`src/rtl/memory_access_stage.sv`:
```
// MEM stage: issues loads/stores on a req/ack data bus, stalls upstream while an
// access is outstanding, and owns the MEM/WB register. Optional macro: MEM_ALIGN_CHECK_EN.
module memory_access_stage #(
  parameter int unsigned DATA_WIDTH     = 32,
  parameter int unsigned ADDR_WIDTH     = 32,
  parameter int unsigned REG_ADDR_WIDTH = 5,
  parameter int unsigned TIMEOUT_CYCLES = 16
) (
  input  logic                      clock,
  input  logic                      reset,
  input  logic                      RegWriteM,
  input  logic                      MemtoRegM,
  input  logic                      MemWriteM,
  input  logic [DATA_WIDTH-1:0]     ALUOutM,
  input  logic [DATA_WIDTH-1:0]     WriteDataM,
  input  logic [REG_ADDR_WIDTH-1:0] WriteRegM,
  output logic                      StallM,
  output logic                      mem_req,
  output logic                      mem_we,
  output logic [ADDR_WIDTH-1:0]     mem_addr,
  output logic [DATA_WIDTH-1:0]     mem_wdata,
  input  logic [DATA_WIDTH-1:0]     mem_rdata,
  input  logic                      mem_ack,
  output logic                      mem_err,
  output logic                      misalign_err,
  output logic                      RegWriteW,
  output logic                      MemtoRegW,
  output logic [DATA_WIDTH-1:0]     ReadDataW,
  output logic [DATA_WIDTH-1:0]     ALUOutW,
  output logic [REG_ADDR_WIDTH-1:0] WriteRegW
);

  localparam int unsigned CNT_W = (TIMEOUT_CYCLES > 2) ? $clog2(TIMEOUT_CYCLES) : 1;
  localparam logic [CNT_W-1:0] CNT_LAST = CNT_W'(TIMEOUT_CYCLES - 1);

  typedef enum logic {S_IDLE, S_BUSY} state_t;

  state_t                    r_state;
  logic [CNT_W-1:0]          r_cnt;
  logic                      r_mem_req;
  logic                      r_mem_we;
  logic [ADDR_WIDTH-1:0]     r_mem_addr;
  logic [DATA_WIDTH-1:0]     r_mem_wdata;
  logic                      r_mem_err;
  logic                      r_reg_write_w;
  logic                      r_mem_to_reg_w;
  logic [DATA_WIDTH-1:0]     r_read_data_w;
  logic [DATA_WIDTH-1:0]     r_alu_out_w;
  logic [REG_ADDR_WIDTH-1:0] r_write_reg_w;

  logic w_access;
  logic w_misalign;
  logic w_idle;
  logic w_busy;
  logic w_start;
  logic w_ack_done;
  logic w_timeout;
  logic w_wb_take;

`ifdef MEM_ALIGN_CHECK_EN
  logic r_misalign_err;
  assign w_misalign   = w_access & (ALUOutM[1:0] != 2'b00);
  assign misalign_err = r_misalign_err;
`else
  assign w_misalign   = 1'b0;
  assign misalign_err = 1'b0;
`endif

  // Control decode for the current cycle
  always_comb begin
    w_access   = MemWriteM | MemtoRegM;
    w_idle     = (r_state == S_IDLE);
    w_busy     = (r_state == S_BUSY);
    w_start    = w_idle & w_access & ~w_misalign;
    w_ack_done = w_busy & mem_ack;
    w_timeout  = w_busy & ~mem_ack & (r_cnt == CNT_LAST);
    w_wb_take  = (w_idle & ~w_access) | w_ack_done;
    // Reset gating keeps upstream free while the stage is being cleared
    StallM     = reset & (w_start | (w_busy & ~mem_ack & ~w_timeout));
  end

  always_ff @(posedge clock or negedge reset) begin
    if (!reset) begin
      r_state        <= S_IDLE;
      r_cnt          <= '0;
      r_mem_req      <= 1'b0;
      r_mem_we       <= 1'b0;
      r_mem_addr     <= '0;
      r_mem_wdata    <= '0;
      r_mem_err      <= 1'b0;
      r_reg_write_w  <= 1'b0;
      r_mem_to_reg_w <= 1'b0;
      r_read_data_w  <= '0;
      r_alu_out_w    <= '0;
      r_write_reg_w  <= '0;
`ifdef MEM_ALIGN_CHECK_EN
      r_misalign_err <= 1'b0;
`endif
    end else begin
      r_mem_err <= w_timeout;
`ifdef MEM_ALIGN_CHECK_EN
      r_misalign_err <= w_misalign;
`endif
      case (r_state)
        S_IDLE: begin
          if (w_start) begin
            r_mem_req   <= 1'b1;
            r_mem_we    <= MemWriteM;
            r_mem_addr  <= ALUOutM[ADDR_WIDTH-1:0];
            r_mem_wdata <= WriteDataM;
            r_cnt       <= '0;
            r_state     <= S_BUSY;
          end
        end
        S_BUSY: begin
          if (mem_ack || w_timeout) begin
            r_mem_req <= 1'b0;
            r_state   <= S_IDLE;
          end else begin
            r_cnt <= r_cnt + CNT_W'(1);
          end
        end
        default: r_state <= S_IDLE;
      endcase

      // MEM/WB: real instruction on completion, bubble otherwise
      if (w_wb_take) begin
        r_reg_write_w  <= RegWriteM;
        r_mem_to_reg_w <= MemtoRegM;
        r_read_data_w  <= (w_busy && MemtoRegM) ? mem_rdata : '0;
        r_alu_out_w    <= ALUOutM;
        r_write_reg_w  <= WriteRegM;
      end else begin
        r_reg_write_w  <= 1'b0;
        r_mem_to_reg_w <= 1'b0;
        r_read_data_w  <= '0;
        r_alu_out_w    <= '0;
        r_write_reg_w  <= '0;
      end
    end
  end

  assign mem_req   = r_mem_req;
  assign mem_we    = r_mem_we;
  assign mem_addr  = r_mem_addr;
  assign mem_wdata = r_mem_wdata;
  assign mem_err   = r_mem_err;
  assign RegWriteW = r_reg_write_w;
  assign MemtoRegW = r_mem_to_reg_w;
  assign ReadDataW = r_read_data_w;
  assign ALUOutW   = r_alu_out_w;
  assign WriteRegW = r_write_reg_w;

endmodule

```
`config.mk`:
```
export PLATFORM = sky130hd
export DESIGN_NAME = memory_access_stage
export DESIGN_NICKNAME = d
export VERILOG_FILES = /design/src/rtl/memory_access_stage.sv
export SDC_FILE = /design/constraint.sdc
export NUM_CORES = 1
export LEC_CHECK = 0
export CAP_MARGIN = 20
export CORE_ASPECT_RATIO = 2
export CORE_MARGIN = 2
export CORE_UTILIZATION = 40
export CTS_CLUSTER_DIAMETER = 80
export CTS_CLUSTER_SIZE = 16
export DETAILED_ROUTE_END_ITERATION = 16
export DONT_BUFFER_PORTS = 1
export PLACE_DENSITY = 0.66
export SYNTH_ARGS = -nofsm -noshare
export SYNTH_HDL_FRONTEND = slang
export SYNTH_SLANG_ARGS = --single-unit
```
`constraint.sdc`:
```
create_clock -name clock -period 1.5 [get_ports clock]
set_clock_uncertainty 0.1 [all_clocks]
set_input_delay 0.375 -clock clock [delete_from_list [all_inputs] [get_ports clock]]
set_output_delay 0.375 -clock clock [all_outputs]
set_load 0.02 [all_outputs]
```
==> summary.txt, run 1 <==
Worst setup path
  – R2R cell count: 3
  – Crit path required time: ~1000 ps
  – Crit path DAT: roughly 1400 ps
  – Critical path peak fanout: 3
  – Setup CP Type: reg2out
  – Type of origin of the critical path: register
  – Critical Path Sink Type: output pin

Route
  – Drt first pass iters: 4
  – Via count: ~2800
  – Total Wirelength: 10.9 mm
  – Detail Route Antenna Nets: 0
  – Wire per inst: around 19 um
  – DR iter-0 viols: 81
  – Mean number of vias per cell: 4.98
  – DRC viols: 0

Floorplan
  – Die H: 163 um
  – Placement row count: 58
  – Core area: around 0.012 sq mm
  – IO Pins: approximately 250
  – Starting Density: 0.405
  – Width of the chip: around 83 um
  – Die area: roughly 0.014 sq mm

Synthesis
  – Unique masters post-synth: 27
  – Average size of a mapped cell: roughly 16 sq um
  – Synth warn: 0
  – Seq/Total Area, Yosys: 0.708
  – Post-Syn Instances: 323
  – Post-Syn Nets: around 430
  – Mapped cell area: approximately 0.005 sq mm
  – Register bit count reported by yosys: 143

STA
  – Final setup violation count: 1
  – Hold slack: -445 ps
  – Final min period: 1900 ps
  – Period Utilization, post-route: 1.27
  – Final hold viol count: approximately 140
  – Fin. max-slew vios: 0
  – Final WS setup: -399 ps
  – Fmax: 527 MHz
  – RSZ-0062 raised after global routing: true

Job
  – Max-cap viol count: 0

GRT
  – Vias in the first global route: roughly 3000
  – Initial antenna violation count: 0
  – Grt total ovfl: 0
  – GRT Total Usage: 0.161
  – Largest net degree at the start of global routing: 145
  – First-pass GRT wire length: about 17 mm

Power and ir drop
  – P_leak: around 3.0 nW
  – VDD IR max: 0.00120 V
  – Final Power: between 10 and 15 mW
  – PD cells: 1690 mW/mm^2

Layout
  – Non-Filler Instances: ~570
  – Antenna cells: 0
  – Area Overhead vs Synth: 30.7%
  – Layout cell share with drive strength beyond 1: 0.289
  – Fill count: about 1000
  – Fin nets: slightly above 500

Placement
  – Placed cell count: 470
  – Detail Placement HPWL: between 7 and 8 mm
  – IO Port Bufs: 0
  – Placement Setup Slack: between 1 and 1.5 ps
  – GP Congestion: 0.776

Clock tree
  – Clock Latency Late Sink: around 400 ps
  – Cts hold-fix bufs: just over 60
  – CTS tree: built
  – Sink Count: about 140
  – Total CTS buffers: 17
  – H-tree levels: 4
  – Worst-path clk slew: approximately 60 ps
  – Maximum clock insertion buffer count: 2
  – Root Driver: clkbuf_16

Status
  – Status: finished, violations left
  – Failing checks: negative hold slack, negative setup slack

Min path
  – Hold Path Class: in2async
[report_power, final]
group / switching, mW / total [mW] / internal (mW)
logic: 0.357 / 1.01 / 0.651
registers: 1.02 / 5.42 / 4.39
clock network: 1.58 / 4.76 / 3.18
[stage by stage]
step                      cell area [sq um]  setup TNS [ps]  utilization
after floorplan                        5070           -22.1            -
final                                  6610            -399        0.529
after global placement                 5280               0        0.423
after CTS                              6590            -404        0.528
after detailed placement               5280               0        0.423
after global routing                   6610            -442        0.529
[timing repair]
action	4_1_cts	5_1_grt
hold endpoints to repair	205	143
gates resized for setup	1	4
pin swaps	1	0
gates cloned	0	0
setup buffers	2	0
setup endpoints to repair	1	81
[final timing paths]
| path | startpoint | endpoint | slack [ps] |
|---|---|---|---|
| min | reset | ReadDataW[28]$_DFF_PN0_ | -450 |
| max in group asynchronous | reset | mem_addr[13]$_DFFE_PN0P_ | 1570 |
| max | r_cnt[1]$_DFFE_PN0P_ | StallM | -400 |
| min in group clock | WriteDataM[17] | mem_wdata[17]$_DFFE_PN0P_ | 20 |
| max reg2reg | r_state$_DFF_PN0_ | mem_addr[9]$_DFFE_PN0P_ | 30 |
| min reg2reg | r_cnt[0]$_DFFE_PN0P_ | r_cnt[0]$_DFFE_PN0P_ | 480 |
[state kept, by name (all words and copies together), names as in the netlist]
register	cells
ALUOutW	32
MemtoRegW	1
ReadDataW	32
RegWriteW	1
WriteRegW	5
mem_addr	32
mem_err	1
mem_req	1
mem_wdata	32
mem_we	1
r_cnt	4
r_state	1
[area by class of cell]
class / count / area (sq um) / area share
sequential: 143 / 3580 / 0.542
multi-input combinational: 164 / 1400 / 0.213
timing repair buffer: 75 / 753 / 0.114
clock buffer: 20 / 447 / 0.0676
clock inverter: 12 / 230 / 0.0349
tap: 150 / 188 / 0.0284
inverter: 1 / 3.75 / 0.000568
[cells in the final DEF, fill, tap and decap left out, drive strengths merged, types with 2 or more instances in the layout]
master and n:
nand2 4, dlygate4sd3 61, a21oi 2, buf 14
inv 4, nor2 2, mux2i 2, and3 4
mux2 65, dfrtp 143, clkinvlp 2, nor3 2
bufinv 6, clkbuf 20, o21ai 2, nor2b 38
and2 34
[cells by family after synthesis]
logic type	synth area share
and+or+nand+nor	0.106
AOI/OAI and AO/OA	0.0116
DFF	0.708
other	0.000742
adders and majority gates	0.00248
muxes	0.149
buffers and inverters	0.0220
[cell usage after synthesis, drive strengths merged]
master,count,area [sq um]
o21a,1,7.51
nand3,1,5.00
o21ai,2,10.0
a31o,1,8.76
and3,4,26.3
nor3,2,10.0
clkbuf,2,7.51
mux2i,2,20.0
ha,1,12.5
and4,1,8.76
conb,1,3.75
nor2b,38,238
nor2,2,7.51
dfrtp,143,3580
a21oi,2,13.8
and2b,1,7.51
buf,13,100
mux2,65,732
inv,1,3.75
o21bai,1,18.8
nand2,4,15.0
nand4,1,6.26
and2,34,213
[worst max-delay path, stage by stage, from the launching register on]
cell and delay [ps]:
dfrtp_1 390, ha_2 200, and3_4 160, nand2_2 70, and3_4 210
[per-layer routing]
metal	global-route usage	up-vias	share of wire
met5	0	-	0
met4	0.0865	0	0.029
met3	0.0446	23	0.061
met2	0.294	150	0.58
met1	0.166	1419	0.33
li1	-	1220	-
Note: power is estimated with default switching activity, not from simulation.
==> run 2, diff against run 1 <==
--- a/config.mk
+++ b/config.mk
@@ -14,6 +14,7 @@
 export DETAILED_ROUTE_END_ITERATION = 16
 export DONT_BUFFER_PORTS = 1
 export PLACE_DENSITY = 0.66
+export RECOVER_POWER = 25
 export SYNTH_ARGS = -nofsm -noshare
 export SYNTH_HDL_FRONTEND = slang
 export SYNTH_SLANG_ARGS = --single-unit
==> constraint.sdc (replaced) <==
create_clock -name clock -period 1.6 [get_ports clock]
set_clock_uncertainty 0.1 [all_clocks]
set_input_delay 0.4 -clock clock [delete_from_list [all_inputs] [get_ports clock]]
set_output_delay 0.4 -clock clock [all_outputs]
set_load 0.02 [all_outputs]
==> run 2 against run 1 <==
  * Register-to-register slack gained 70 ps
  * Via count shrank 8.7%
  * Combinational power shrank 20%
  * Critical path depth is the same
  * The flow still finishes with violations (negative hold slack, negative setup slack)
  * Worst hold slack gained 26 ps
  * Die area is the same
  * Sequential power shrank 6.5%
  * Setup slack gained 97 ps
  * Cell area shrank 9.9%
  * Count of clock-buffer cells in the layout shrank 1
==> summary.txt, run 2 (same netlist as run 1, synthesis figures left out) <==
Clock tree
  – Maximum clock insertion buffer count: 2
  – Root Driver: clkbuf_16
  – H-tree levels: 4
  – Clock Latency Late Sink: roughly 400 ps
  – Worst-path clk slew: approximately 60 ps
  – CTS tree: built
  – Sink Count: between 100 and 150
  – Total CTS buffers: 17

Route
  – Mean number of vias per cell: a little over 5
  – Via count: around 2600
  – Drt first pass iters: 4
  – Detail Route Antenna Nets: 0
  – DRC viols: 0
  – Total Wirelength: 10.2 mm
  – Wire per inst: 20.0 um
  – DR iter-0 viols: 95

GRT
  – First-pass GRT wire length: between 15 and 20 mm
  – Initial antenna violation count: 0
  – Vias in the first global route: 2812
  – GRT Total Usage: 0.151
  – Grt total ovfl: 0
  – Largest net degree at the start of global routing: about 150

STA
  – Final min period: around 1900 ps
  – Final WS setup: -302 ps
  – Final setup violation count: 1
  – Final hold viol count: around 140
  – Fin. max-slew vios: 0
  – Final setup TNS: -302 ps
  – Hold slack: -419 ps
  – RSZ-0062 raised after global routing: true
  – Period Utilization, post-route: 1.19
  – Fmax: 526 MHz

Layout
  – Most frequent cells in the layout: 143 x dfrtp_1, 65 x mux2_2, 38 x nor2b_1, 34 x and2_1, 17 x clkbuf_16
  – Most common cell after layout, fill and taps aside: dfrtp_1
  – Area Overhead vs Synth: 17.8%
  – Fin nets: 454
  – Antenna cells: 0
  – Layout cell share with drive strength beyond 1: 0.318
  – Final core utilization: 0.477

Worst setup path
  – Crit path required time: approximately 1100 ps
  – Critical Path Sink Type: output pin
  – Crit path DAT: between 1000 and 1500 ps
  – Critical path peak fanout: 2
  – Setup CP Type: reg2out
  – Type of origin of the critical path: register
  – Reg2reg setup slack: roughly 100 ps

Power and ir drop
  – Switching power total: between 2 and 3 mW
  – Internal Power: between 7 and 8 mW
  – P_leak: approximately 2.7 nW
  – Clock power frac: 0.403
  – Gate power share: 0.082
  – Sw Share: 0.276
  – PD cells: around 1700 mW/mm^2
  – VDD IR max: 0.000928 V
  – Part of the power in registers: 0.516

Placement
  – GP Congestion: 0.687
  – Placement Setup Slack: -18.1 ps
  – IO Port Bufs: 0
  – Detail Placement HPWL: approximately 7 mm

Floorplan
  – IO Pins: between 200 and 250
  – Core area: 0.0125 sq mm
  – Width of the chip: about 83 um
  – Starting Density: 0.405
  – Placement row count: between 50 and 60
  – Die H: between 150 and 200 um
  – Die area: about 0.014 sq mm

Job
  – Max-cap viol count: 0

Status
  – Status: finished, violations left
  – Failing checks: negative hold slack, negative setup slack

Min path
  – Hold Path Class: in2async
[run 2: changes by cell type in the layout (fill, tap and decap cells not counted), moves of 2 or more]
cell           change
dlygate4sd3_1     -52
buf_4              -3
bufinv_16          -3
clkinv_2           +2
clkinv_4           +2
[run 2: critical path, stage by stage, from the launching register on]
cell	delay, ps
dfrtp_1	380
ha_2	200
and3_4	150
nand2_2	50
and3_4	210
[run 2: layout make-up]
| class | count | area, sq um |
|---|---|---|
| inverters | 1 | 3.75 |
| clock inverters | 12 | 159 |
| well taps | 150 | 188 |
| fillers | 1063 | 6530 |
| clock buffers | 19 | 443 |
| repair buffers | 19 | 190 |
| multi-input cells | 164 | 1390 |
| flip-flops and latches | 143 | 3580 |
[run 2: final timing paths]
kind / start / to / cells past startpoint
hold / removal: reset / ALUOutW[17]$_DFF_PN0_ / 0
setup reg to reg: r_state$_DFF_PN0_ / ALUOutW[8]$_DFF_PN0_ / 4
max in group asynchronous: reset / mem_wdata[31]$_DFFE_PN0P_ / 0
hold reg to reg: r_cnt[3]$_DFFE_PN0P_ / r_cnt[3]$_DFFE_PN0P_ / 2
setup / recovery: r_cnt[0]$_DFFE_PN0P_ / StallM / 4
min in group clock: mem_rdata[5] / ReadDataW[5]$_DFF_PN0_ / 1
[run 2: routing by layer]
| layer | wire [um] | global-route usage | vias to the layer above |
|---|---|---|---|
| met5 | 0 | 0 | - |
| met4 | 201 | 0.0814 | 0 |
| met3 | 716 | 0.0461 | 11 |
| met2 | 5950 | 0.276 | 129 |
| met1 | 3310 | 0.151 | 1324 |
| li1 | - | - | 1104 |
[run 2: through the flow]
| step | instances | instance area, sq um | hold WS [ps] | power, mW |
|---|---|---|---|---|
| 6_report | 508 | 5950 | -419 | 9.83 |
| 5_1_grt | 508 | 5950 | -443 | 10.2 |
| 4_1_cts | 504 | 5920 | -441 | 9.93 |
| 3_5_place_dp | 464 | 5220 | 6.63 | 5.89 |
| 3_3_place_gp | 464 | 5220 | 7.33 | 5.82 |
| 2_1_floorplan | 323 | 5060 | 4.41 | 5.63 |
[run 2: power groups by stage]
stage	Clock, mW	Sequential, mW	Combinational (mW)
after floorplan	0	5.01	0.625
after global placement	0	5.13	0.698
after detailed placement	0	5.14	0.750
after CTS	4.06	5.08	0.782
after global routing	4.21	5.12	0.886
final	3.96	5.07	0.803
[run 2: repair_timing]
action | CTS | global route
endpoints found under the hold margin | 151 | 144
pin swaps | 2 | 1
endpoints found under the setup margin | 33 | 1
gates resized for setup | 5 | 0
buffers inserted | 1 | 3
hold buffers | 8 | 1
